File: config.mk
export PLATFORM = sky130hd
export DESIGN_NAME = fetch_pc
export DESIGN_NICKNAME = d
export VERILOG_FILES = /design/src/rtl/fetch_pc.sv
export SDC_FILE = /design/constraint.sdc
export NUM_CORES = 1
export LEC_CHECK = 0
export ABC_AREA = 1
export BUFFER_PORTS_ARGS = -buffer_cell sky130_fd_sc_hd__buf_2
export CORE_MARGIN = 4
export CORE_UTILIZATION = 43
export CTS_BUF_LIST = sky130_fd_sc_hd__clkbuf_16
export CTS_CLUSTER_DIAMETER = 80
export DETAILED_ROUTE_END_ITERATION = 7
export PLACE_DENSITY = 0.74
export SYNTH_ARGS = -nofsm -noshare
export SYNTH_HDL_FRONTEND = slang
export SYNTH_SLANG_ARGS = --single-unit
export TNS_END_PERCENT = 1
File: constraint.sdc
create_clock -name clk -period 2.1 [get_ports clk]
set_input_delay 0.42 -clock clk [delete_from_list [all_inputs] [get_ports clk]]
set_output_delay 0.42 -clock clk [all_outputs]
set_load 0.02 [all_outputs]
File: src/rtl/fetch_pc.sv
// Fetch-stage program counter with delay-slot flag, exception redirect and fetch address check.
// Define FETCH_PERF_CNT_EN to add the Fetch_Cnt/Stall_Cnt performance counters.
`timescale 1ns/1ps
module fetch_pc (
    input  logic        clk,
    input  logic        reset,
    input  logic [31:0] NPC,
    input  logic        Stall_IF,
    input  logic        Req,
    input  logic        ID_Is_Jump,
    output logic [31:0] IF_PC,
    output logic        IF_BD,
    output logic        IF_Exc,
    output logic [4:0]  IF_ExcCode,
    output logic [1:0]  State
`ifdef FETCH_PERF_CNT_EN
    ,
    output logic [31:0] Fetch_Cnt,
    output logic [31:0] Stall_Cnt
`endif
);

    typedef enum logic [1:0] {
        RUN   = 2'd0,
        STALL = 2'd1,
        EXC   = 2'd2,
        DEAD  = 2'd3
    } state_t;

    localparam logic [31:0] RESET_PC   = 32'h0000_3000;
    localparam logic [31:0] HANDLER_PC = 32'h0000_4180;
    localparam logic [31:0] TEXT_LO    = 32'h0000_3000;
    localparam logic [31:0] TEXT_HI    = 32'h0000_6FFC;

    state_t      state;
    state_t      state_nxt;
    logic [31:0] pc_nxt;
    logic        bd_nxt;
    logic        advance;
    logic        stalling;

    // Every state, including the unreachable one, shares the same edge priorities,
    // so the next state depends only on Req and Stall_IF.
    always_comb begin
        state_nxt = RUN;
        pc_nxt    = NPC;
        bd_nxt    = ID_Is_Jump;
        advance   = 1'b1;
        stalling  = 1'b0;
        if (Req) begin
            state_nxt = EXC;
            pc_nxt    = HANDLER_PC;
            bd_nxt    = 1'b0;
            advance   = 1'b0;
        end else if (Stall_IF) begin
            state_nxt = STALL;
            pc_nxt    = IF_PC;
            bd_nxt    = IF_BD;
            advance   = 1'b0;
            stalling  = 1'b1;
        end
    end

    always_ff @(posedge clk) begin
        if (reset) begin
            state <= RUN;
            IF_PC <= RESET_PC;
            IF_BD <= 1'b0;
        end else begin
            state <= state_nxt;
            IF_PC <= pc_nxt;
            IF_BD <= bd_nxt;
        end
    end

`ifdef FETCH_PERF_CNT_EN
    // Counters wrap naturally at 32 bits; reset and redirect edges are not counted.
    always_ff @(posedge clk) begin
        if (reset) begin
            Fetch_Cnt <= 32'd0;
            Stall_Cnt <= 32'd0;
        end else begin
            if (advance)  Fetch_Cnt <= Fetch_Cnt + 32'd1;
            if (stalling) Stall_Cnt <= Stall_Cnt + 32'd1;
        end
    end
`else
    logic unused_flags;
    assign unused_flags = advance ^ stalling;
`endif

    assign State      = state;
    assign IF_Exc     = (IF_PC[1:0] != 2'b00) || (IF_PC < TEXT_LO) || (IF_PC > TEXT_HI);
    assign IF_ExcCode = IF_Exc ? 5'd4 : 5'd0;

endmodule

Yosys cells after proc, flatten, opt, wreduce, memory -nomap -nowiden. Index checks and enable logic that the tools add are counted.

Register bits after elaboration: 35. Output and inout port bits: 41.

Order comparisons: 2. Equality and inequality tests: 1. Mux-type cells: 5. Reductions and logical operators: 4.

Operators with widths (count): $gt 32x15->1 const B (1); $lt 32x14->1 const B (1); $mux 15 (2); $mux 3 (1); $logic_or 1x1->1 (2); $mux 2 (1); $ne 2x1->1 const B (1); $reduce_bool 2->1 (1); $reduce_or 2->1 (1); $mux 1 (1).

Logic depth before layout (Yosys ltp). Gate-level depths: netlist of run 1.

Word-level depth: 4. Gate-level depth with buffers: 6.

Worst setup path after synthesis of run 1. OpenSTA, ideal clock, no wires.

Path type: register to output. From: register IF_PC[13]. To: output IF_ExcCode[2]. Arrival: 1159 ps. Path slack: 521 ps. Stages on the path, launching flop included: 7. Cell sequence: dfxtp_1 > nand2_1 > nand2_1 > nand3_1 > nor2_1 > nand3_1 > buf_4.

Word-level cells in the longest chain between the ends: 4. Elaborated cells between the ends (all ways): 5. Those cells by class: order compare (2); mux (1); reduce/logical (2).

Ends and longest elaborated chain: start: declaration (RTL line 11) `output logic [31:0] IF_PC,`; start signal: assignment (RTL line 71) `IF_PC <= pc_nxt;`; $lt 32x14->1 (RTL line 93) `assign IF_Exc = (IF_PC[1:0] != 2'b00) || (IF_PC < TEXT_LO) || (IF_PC > TEXT_HI);`; $logic_or 1x1->1 (RTL line 93); $logic_or 1x1->1 * (RTL line 93); net IF_Exc (RTL line 13) `output logic IF_Exc,`; $mux 3 * (RTL line 94) `assign IF_ExcCode = IF_Exc ? 5'd4 : 5'd0;`; end: declaration (RTL line 14) `output logic [4:0] IF_ExcCode,`.

The timed path passes the listed nets; every way through them passes the cells marked *.

Final worst setup path of run 1.
From: register IF_PC[18]. To: output IF_Exc.

Word-level cells in the longest chain between the ends: 3. Elaborated cells between the ends (all ways): 4. Those cells by class: order compare (2); reduce/logical (2).

Ends and longest elaborated chain (RTL line): $lt 32x14->1 (93); $logic_or 1x1->1 (93); $logic_or 1x1->1 * (93); end: declaration (13).

Mark *: on every way between the ends. The rest lies on a longest branch, timed or not.

==> results of run 1 <==
[synth_stat cells]
cell type	n
nor2_2	2
inv_2	4
conb_1	1
a21oi_2	19
dfxtp_1	35
buf_6	3
nand2_4	9
buf_12	2
nand3_1	4
nor2_1	20
buf_2	2
buf_4	6
buf_8	1
nand2_1	36
inv_1	3
a211oi_2	1
nand2_2	20
o21ai_0	3
a21oi_1	9
[how the worst max path moves through the flow]
stage	startpoint	endpoint	slack (ps)
detailed placement	Stall_IF	IF_PC[8]	590
CTS	IF_PC[17]	IF_ExcCode[2]	470
finish	IF_PC[18]	IF_Exc	520
global placement	Stall_IF	IF_PC[7]	620
floorplan	IF_PC[13]	IF_ExcCode[2]	520
global route	IF_PC[13]	IF_Exc	370
[cells by family (layout without fill, tap and decap cells)]
family | after synthesis | count (layout) | synth area share [%]
simple gates | 91 | 91 | 29.64
flops | 35 | 35 | 44.27
compound gates | 32 | 32 | 15.10
buf+inv | 21 | 91 | 10.75
other cells | 1 | 4 | 0.2369
[flip-flops by register name, indices dropped and copies added (netlist names)]
register	cells
IF_BD	1
IF_PC	32
State	2
[report_power, final]
group	switching (W)	internal (W)	total, W	leakage [nW]
registers	0.0000158	0.000692	0.000708	0.287
clock network	0.000246	0.000427	0.000673	0.0762
logic	0.000148	0.0000872	0.000235	0.629
total	0.000410	0.00121	0.00162	0.992
[worst max-delay path: cells and delay by family (launching register included)]
kind / cells / cell delay [ps]
buffers and inverters: 1 / 170
and+or+nand+nor: 4 / 390
DFF: 1 / 330
[through the flow]
stage	total power (W)	hold slack [ps]	util (%)	worst slack, ps
floorplan	0.0008920	491.1	-	520.9
global placement	0.0009588	453.8	55.43	623.0
detailed placement	0.0009608	456.0	55.43	587.6
CTS	0.001639	324.9	59.43	469.9
global route	0.001698	321.9	59.43	371.7
finish	0.001616	329.3	59.43	516.0
[routing by layer]
metal  track usage (%)  up-vias
met1             19.13      568
met4             8.189        0
met3             4.538        4
met5                 0        -
met2             24.43       44
li1                  -      701
[area by class of cell]
class	count	area, um2
multi-input cells	127	723.2
well taps	46	57.56
clock inverters	3	12.51
flip-flops and latches	35	700.7
inverters	7	26.28
fillers	327	1396
repair buffers	76	400.4
clock buffers	5	125.1
==> results.sh, run 1 <==
export IMPL_drc_errors=0
export IMPL_firstDrtPassIters=4
export IMPL_cts_hold_buf=0
export IMPL_ys_warn_count=0
export IMPL_hold_end="State[1]"
export IMPL_crit_path_top_delay_cell="dfxtp_1"
export IMPL_root_buffer="clkbuf_16"
export IMPL_crit_reg2reg_launch="IF_PC[29]"
export IMPL_synth_largest_area_cell="dfxtp_1"
export IMPL_clk_pin_slew_ps=50
export IMPL_fin_cells=299
export IMPL_hold_start="reset"
export IMPL_cts_resized=0
export IMPL_h_tree_depth=2
export IMPL_cts_sinks=35
export IMPL_placed_area_um2=1908
export IMPL_mostFrequentLayoutCells="buf_2, nand2_1, dfxtp_1, nor2_1, nand2_2"
export IMPL_met2_length_mm=1.565
export IMPL_whs_path_depth=2
export IMPL_drt_initial_drc_count=71
export IMPL_m1WireLength_mm=1.409
export IMPL_pin_count=78
export IMPL_worstSetupEndpointType="primary output"
export IMPL_synthCells=180
export IMPL_p_per_area_nw_per_um2=790.0
export IMPL_coreArea_um2=3442
export IMPL_post_drt_wl_per_cell_um=11.03
export IMPL_grt_pass1_vias=1216
export IMPL_rr_worst_depth=2
export IMPL_cpPeakStageDelay_ps=330
export IMPL_status="complete, no violations"
export IMPL_critPathKind="reg2out"
export IMPL_holdCritPathClass="in2reg"
export IMPL_dieHeight_um=68.67
export IMPL_finalInstanceArea_um2=2046
export IMPL_final_antenna_net_count=0
export IMPL_report_final_slew_viol_count=0
export IMPL_final_common_cell="buf_2"
export IMPL_start_util_pct=45.98
export IMPL_track_usage_pct=15.57
export IMPL_syn_to_final_growth_pct=29.25
export IMPL_fp_dieW_um=68.67
export IMPL_crit_top_cell="nor2_1"
export IMPL_hpwlAfterDp_mm=2.520
export IMPL_vias=1317
export IMPL_leakagePower_nw=0.9924
export IMPL_r2r_end="IF_PC[29]"
export IMPL_syn_area_per_cell_um2=8.793
export IMPL_fin_crit_ps=1584
export IMPL_cts_buffers=5
export IMPL_clock_fmax_mhz=631.3
export IMPL_post_cts_buffers=0
export IMPL_setup_viol=0
export IMPL_wl_met3_um=273
export IMPL_synth_top_area_share_pct=44.27
export IMPL_required_ps=1680
export IMPL_drv_cap=0
export IMPL_rsz0062_at_grt="false"
export IMPL_vias_per_cell=4.405
export IMPL_arrival_ps=1160
export IMPL_setup_worst_path_start_class="flip-flop"
export IMPL_crit_path_cell_trace="nor2_1 -> nand2_1 -> nor2_1 -> nand3_1 -> buf_2"
export IMPL_port_buffers=73
export IMPL_highest_layer="met4"
export IMPL_ir_drop_mv=0.4639
export IMPL_critPathMaxFanout=3
export IMPL_synth_area_leaders="dfxtp_1, a21oi_2, nand2_1"
export IMPL_ys_ff_latch=35
export IMPL_synth_area_um2=1583
export IMPL_routed_wl_mm=3.298
export IMPL_die_area_um2=4716
export IMPL_grt_max_degree=30
export IMPL_drive_above_1_share_pct=54.15
export IMPL_ys_seq_area_share_pct=44.27
export IMPL_finalSetupTns_ps=0
export IMPL_skew_ps=0
export IMPL_cts_tree="done"
export IMPL_grt_pass1_wl_mm=5.382
export IMPL_min_period_over_period_pct=75.43
export IMPL_rows=21
export IMPL_yosysUniqueCellTypes=19
export IMPL_r2r_slack_ps=1450
export IMPL_dp_cells=291
export IMPL_overflow=0
export IMPL_routabilityCongestion=0.7149
export IMPL_fin_nets=289
export IMPL_diodes=0
export IMPL_final_hold_viol_count=0
export IMPL_clk_latency_ps=270
export IMPL_antenna_found_initial=0
export IMPL_clockBufferDepth=2
Power figures use the tool's default switching activity.
==> run 2, diff against run 1 <==
--- a/config.mk
+++ b/config.mk
@@ -8,7 +8,7 @@
 export ABC_AREA = 1
 export BUFFER_PORTS_ARGS = -buffer_cell sky130_fd_sc_hd__buf_2
 export CORE_MARGIN = 4
-export CORE_UTILIZATION = 43
+export CORE_UTILIZATION = 41
 export CTS_BUF_LIST = sky130_fd_sc_hd__clkbuf_16
 export CTS_CLUSTER_DIAMETER = 80
 export DETAILED_ROUTE_END_ITERATION = 7
==> constraint.sdc (replaced) <==
create_clock -name clk -period 1.4 [get_ports clk]
set_input_delay 0.28 -clock clk [delete_from_list [all_inputs] [get_ports clk]]
set_output_delay 0.28 -clock clk [all_outputs]
set_load 0.02 [all_outputs]
==> run 2 against run 1 <==
The run now ends with setup timing left. Critical path depth is 1 higher. Count of clock-buffer cells in the layout stayed put. Setup slack worse by 590 ps. Worst hold slack lost 130 ps. Utilization decreased by 0.88 points. Design area rose by 5.6%. Combinational power up 71%. Via count grew 4.2%. Sequential share of layout area fell by 1.5 points. Global-route usage decreased by 0.52 points. Flip-flop and latch count unchanged. Critical path type unchanged. Critical endpoint is now IF_ExcCode[2]. Largest cell class unchanged.
==> results.sh, run 2 (synthesis results as in run 1) <==
export IMPL_drt_initial_drc_count=45
export IMPL_setup_viol=2
export IMPL_cts_sinks=35
export IMPL_fin_nets=296
export IMPL_fp_dieW_um=70.13
export IMPL_vias_per_cell=4.455
export IMPL_mostFrequentLayoutCells="buf_2, nand2_1, dfxtp_1, nand2_2, a21oi_2"
export IMPL_clockBufferDepth=2
export IMPL_die_area_um2=4918
export IMPL_firstDrtPassIters=4
export IMPL_dp_cells=296
export IMPL_drc_errors=0
export IMPL_finalInstanceArea_um2=2160
export IMPL_place_ws_ps=218.8
export IMPL_p_per_area_nw_per_um2=1154
export IMPL_critPathKind="reg2out"
export IMPL_post_drt_wl_per_cell_um=11.67
export IMPL_clock_fmax_mhz=676.4
export IMPL_report_final_slew_viol_count=0
export IMPL_critPathMaxFanout=3
export IMPL_min_period_over_period_pct=105.6
export IMPL_rows=22
export IMPL_whs_path_depth=2
export IMPL_status="finished with violations"
export IMPL_fin_cells=308
export IMPL_cts_hold_buf=0
export IMPL_violations="setup timing"
export IMPL_start_util_pct=42.91
export IMPL_ir_drop_mv=0.6339
export IMPL_top_register="IF_PC"
export IMPL_antenna_found_initial=0
export IMPL_syn_to_final_growth_pct=36.44
export IMPL_leakagePower_nw=1.042
export IMPL_drive_above_1_share_pct=61.54
export IMPL_arrival_ps=1200
export IMPL_crit_reg2reg_launch="IF_PC[0]"
export IMPL_routabilityCongestion=0.7124
export IMPL_worstSetupEndpointType="primary output"
export IMPL_overflow=0
export IMPL_clk_pin_slew_ps=50
export IMPL_diodes=0
export IMPL_drv_cap=0
export IMPL_dieHeight_um=70.13
export IMPL_coreArea_um2=3689
export IMPL_final_antenna_net_count=0
export IMPL_hold_start="reset"
export IMPL_cts_tree="done"
export IMPL_holdCritPathClass="in2reg"
export IMPL_final_common_cell="buf_2"
export IMPL_hpwlAfterDp_mm=2.656
export IMPL_root_buffer="clkbuf_16"
export IMPL_final_hold_viol_count=0
export IMPL_required_ps=1120
export IMPL_power_w=0.002492
export IMPL_placed_area_um2=1951
export IMPL_h_tree_depth=2
export IMPL_rsz0062_at_grt="true"
export IMPL_largest_reg_flops=32
export IMPL_setup_worst_path_start_class="flip-flop"
export IMPL_whs_ps=196.8
export IMPL_skew_ps=0
export IMPL_vias=1372
export IMPL_port_buffers=73
export IMPL_grt_pass1_wl_mm=5.885
export IMPL_grt_pass1_vias=1331
export IMPL_routed_wl_mm=3.594
export IMPL_rr_worst_depth=3
export IMPL_crit_start="IF_PC[12]"
export IMPL_fin_crit_ps=1478
export IMPL_pin_count=78
export IMPL_track_usage_pct=15.05
export IMPL_clk_latency_ps=270
export IMPL_grt_max_degree=21
export IMPL_cts_buffers=5
export IMPL_fin_ws_ps=-78.42
## run 2: cell count changes in the layout (fill, tap and decap cells not counted), moves of 2 or more
cell      delta
nand2_1      -2
nor2_2       +4
buf_4        +6
dfxtp_2      +5
buf_6        +2
nand2_2      +2
buf_2        -2
inv_1        -3
dfxtp_1      -5
nor2_1       -4
nand3_1      -2
clkinv_2     +2
nand3_2      +2
## run 2: final timing paths
kind                   endpoint  slack [ps]
setup / recovery  IF_ExcCode[2]         -80
hold / removal         State[1]         200
setup reg to reg       IF_PC[0]         670
hold reg to reg        IF_PC[3]         460
## run 2: final cells by class
class                      instances  area [um2]
tap                               48       60.06
timing repair buffer              83       478.0
sequential                        35       706.9
multi-input combinational        127       748.2
fill                             357        1529
inverter                           7       26.28
clock buffer                       5       125.1
clock inverter                     3       15.01
## run 2: metal layers
metal / vias to the layer above / global-route usage [%] / routed length (um)
met2: 51 / 25.60 / 1800
met3: 6 / 5.180 / 267
li1: 716 / - / -
met1: 599 / 18.08 / 1470
met4: 0 / 3.830 / 56
met5: - / 0 / 0
## run 2: per-stage QoR
| stage | util, % | TNS (ps) |
|---|---|---|
| 6_report | 58.55 | -156.8 |
| 5_1_grt | 58.55 | -303.8 |
| 4_1_cts | 56.82 | -93.51 |
| 3_5_place_dp | 52.88 | 0 |
| 3_3_place_gp | 52.88 | 0 |
| 2_1_floorplan | - | 0 |
## run 2: worst max-delay path, cell delays in order, from the launching register on
cell and delay (ps):
dfxtp_2 350, nand2_2 80, nand2_2 60, nand3_2 60
nor2_2 110, nand3_2 110, buf_6 150
## run 2: where the power goes
part           switching [W]  internal (W)
combinational       0.000242      0.000161
sequential         0.0000253       0.00104
clock               0.000377      0.000647
## run 2: timing repair
item | in CTS | in global routing
resized for setup | 3 | 14
setup endpoints to repair | 2 | 2
pin swaps | 0 | 6
buffers inserted | 0 | 4
gates cloned | 0 | 0
==> run 3, diff against run 2 <==
--- a/config.mk
+++ b/config.mk
@@ -7,12 +7,14 @@
 export LEC_CHECK = 0
 export ABC_AREA = 1
 export BUFFER_PORTS_ARGS = -buffer_cell sky130_fd_sc_hd__buf_2
+export CELL_PAD_IN_SITES_DETAIL_PLACEMENT = 1
+export CELL_PAD_IN_SITES_GLOBAL_PLACEMENT = 1
 export CORE_MARGIN = 4
-export CORE_UTILIZATION = 41
+export CORE_UTILIZATION = 29
 export CTS_BUF_LIST = sky130_fd_sc_hd__clkbuf_16
 export CTS_CLUSTER_DIAMETER = 80
 export DETAILED_ROUTE_END_ITERATION = 7
-export PLACE_DENSITY = 0.74
+export PLACE_DENSITY = 0.73
 export SYNTH_ARGS = -nofsm -noshare
 export SYNTH_HDL_FRONTEND = slang
 export SYNTH_SLANG_ARGS = --single-unit
==> run 3 against run 2 <==
Critical endpoint is now IF_Exc. Design area increased by 1.6%. Flip-flop and latch count unchanged. Critical path depth is 1 lower. Combinational power is essentially flat. Setup slack gained 57 ps. First-iteration DRC count down 2.2%. The flow still finishes with violations (setup timing). Highest routed layer unchanged. Largest cell class unchanged. Worst hold slack worse by 14 ps. Count of clock-buffer cells in the layout stayed put. Sequential power hardly changed. Total power decreased by 0.21%.
==> results.sh, run 3 (synthesis results as in run 1) <==
export IMPL_holdCritPathClass="in2reg"
export IMPL_die_area_um2=6704
export IMPL_skew_ps=0
export IMPL_p_comb_share_pct=16.2
export IMPL_root_buffer="clkbuf_16"
export IMPL_cts_sinks=35
export IMPL_violations="setup timing"
export IMPL_routed_wl_mm=4.233
export IMPL_clk_latency_ps=270
export IMPL_fin_crit_ps=1421
export IMPL_power_switching_w=0.0006500
export IMPL_m1WireLength_mm=1.778
export IMPL_p_per_area_nw_per_um2=1134
export IMPL_port_buffers=73
export IMPL_grt_pass1_vias=1508
export IMPL_finalInstanceArea_um2=2193
export IMPL_track_usage_pct=13.65
export IMPL_mostFrequentLayoutCells="buf_2, nand2_1, dfxtp_1, nand2_2, a21oi_2"
export IMPL_rows=26
export IMPL_syn_to_final_growth_pct=38.58
export IMPL_fin_ws_ps=-21.13
export IMPL_report_final_slew_viol_count=0
export IMPL_setup_viol=2
export IMPL_hpwlAfterDp_mm=3.188
export IMPL_pin_count=78
export IMPL_drive_above_1_share_pct=63.74
export IMPL_vias=1402
export IMPL_clk_pin_slew_ps=50
export IMPL_required_ps=1120
export IMPL_drc_errors=0
export IMPL_final_common_cell="buf_2"
export IMPL_rsz0062_at_grt="true"
export IMPL_grt_max_degree=22
export IMPL_arrival_ps=1140
export IMPL_critPathKind="reg2out"
export IMPL_dieHeight_um=81.88
export IMPL_final_antenna_net_count=0
export IMPL_diodes=0
export IMPL_worstSetupEndpointType="primary output"
export IMPL_antenna_found_initial=0
export IMPL_clock_fmax_mhz=703.7
export IMPL_cts_tree="done"
export IMPL_post_drt_wl_per_cell_um=12.75
export IMPL_final_hold_viol_count=0
export IMPL_wl_met3_um=443
export IMPL_h_tree_depth=2
export IMPL_routabilityCongestion=0.6727
export IMPL_intPower_w=0.001837
export IMPL_firstDrtPassIters=4
export IMPL_coreArea_um2=5205
export IMPL_largest_reg_flops=32
export IMPL_ir_drop_mv=0.4647
export IMPL_cts_hold_buf=0
export IMPL_fp_dieW_um=81.88
export IMPL_highest_layer="met4"
export IMPL_setup_worst_path_start_class="flip-flop"
export IMPL_clockBufferDepth=2
export IMPL_finalSetupTns_ps=-41.07
export IMPL_placed_area_um2=1958
export IMPL_overflow=0
export IMPL_drt_initial_drc_count=44
export IMPL_start_util_pct=30.41
export IMPL_grt_pass1_wl_mm=6.996
export IMPL_vias_per_cell=4.223
export IMPL_status="finished with violations"
export IMPL_drv_cap=0
export IMPL_power_frac_seq_pct=42.8
export IMPL_cts_buffers=5
export IMPL_top_register="IF_PC"
export IMPL_swShare_pct=26.14
export IMPL_min_period_over_period_pct=101.5
export IMPL_met2_length_mm=1.997
export IMPL_fin_nets=298
export IMPL_clkPwrFrac_pct=41.0
export IMPL_critPathMaxFanout=3
export IMPL_leakagePower_nw=1.047
[run 3: final timing paths]
| path | from | endpoint | slack, ps | cells past startpoint |
|---|---|---|---|---|
| worst min register to register | IF_PC[4] | IF_PC[4] | 460 | 2 |
| worst max-delay path | IF_PC[24] | IF_Exc | -20 | 5 |
| worst max register to register | IF_PC[0] | IF_PC[0] | 700 | 3 |
| worst min-delay path | reset | State[1] | 180 | 2 |
[run 3: critical path, cell delays in order, from the launching register on]
cell	delay [ps]
dfxtp_2	320
nor2_2	90
nand2_1	70
nor2_2	130
nand3_2	110
buf_6	150
[run 3: area by class of cell]
class / instances / area [um2]
clock inverter: 3 / 11.26
multi-input combinational: 127 / 745.7
fill: 670 / 3012
inverter: 7 / 26.28
sequential: 35 / 716.9
tap: 70 / 87.58
clock buffer: 5 / 125.1
timing repair buffer: 85 / 480.5
[run 3: repair_timing]
action,CTS,global route
endpoints found under the setup margin,2,2
pin swaps,6,9
resized for setup,16,9
buffers inserted,6,1
cloned,0,0
[run 3: stage by stage]
stage | power, W | std cells | util [%] | worst slack [ps] | hold WS [ps]
final | 0.002487 | 332 | 42.14 | -21.13 | 183.0
after global routing | 0.002634 | 332 | 42.14 | -133.7 | 194.3
after CTS | 0.002528 | 331 | 41.68 | -66.01 | 175.6
after detailed placement | 0.001460 | 317 | 37.62 | 213.2 | 457.7
after global placement | 0.001454 | 317 | 37.62 | 213.3 | 452.1
after floorplan | 0.001341 | 183 | - | 29.40 | 351.1
[run 3: per-layer routing]
| metal | vias up | GRT usage [%] |
|---|---|---|
| met5 | - | 0 |
| met4 | 0 | 3.488 |
| met3 | 2 | 6.140 |
| met2 | 51 | 21.81 |
| met1 | 632 | 16.63 |
| li1 | 717 | - |
[run 3: power groups by stage]
stage	sequential, W	clock [W]	combinational, W
global placement	0.00108	0	0.000374
floorplan	0.00113	0	0.000210
CTS	0.00106	0.00106	0.000407
finish	0.00106	0.00102	0.000403
detailed placement	0.00108	0	0.000377
global route	0.00107	0.00112	0.000449
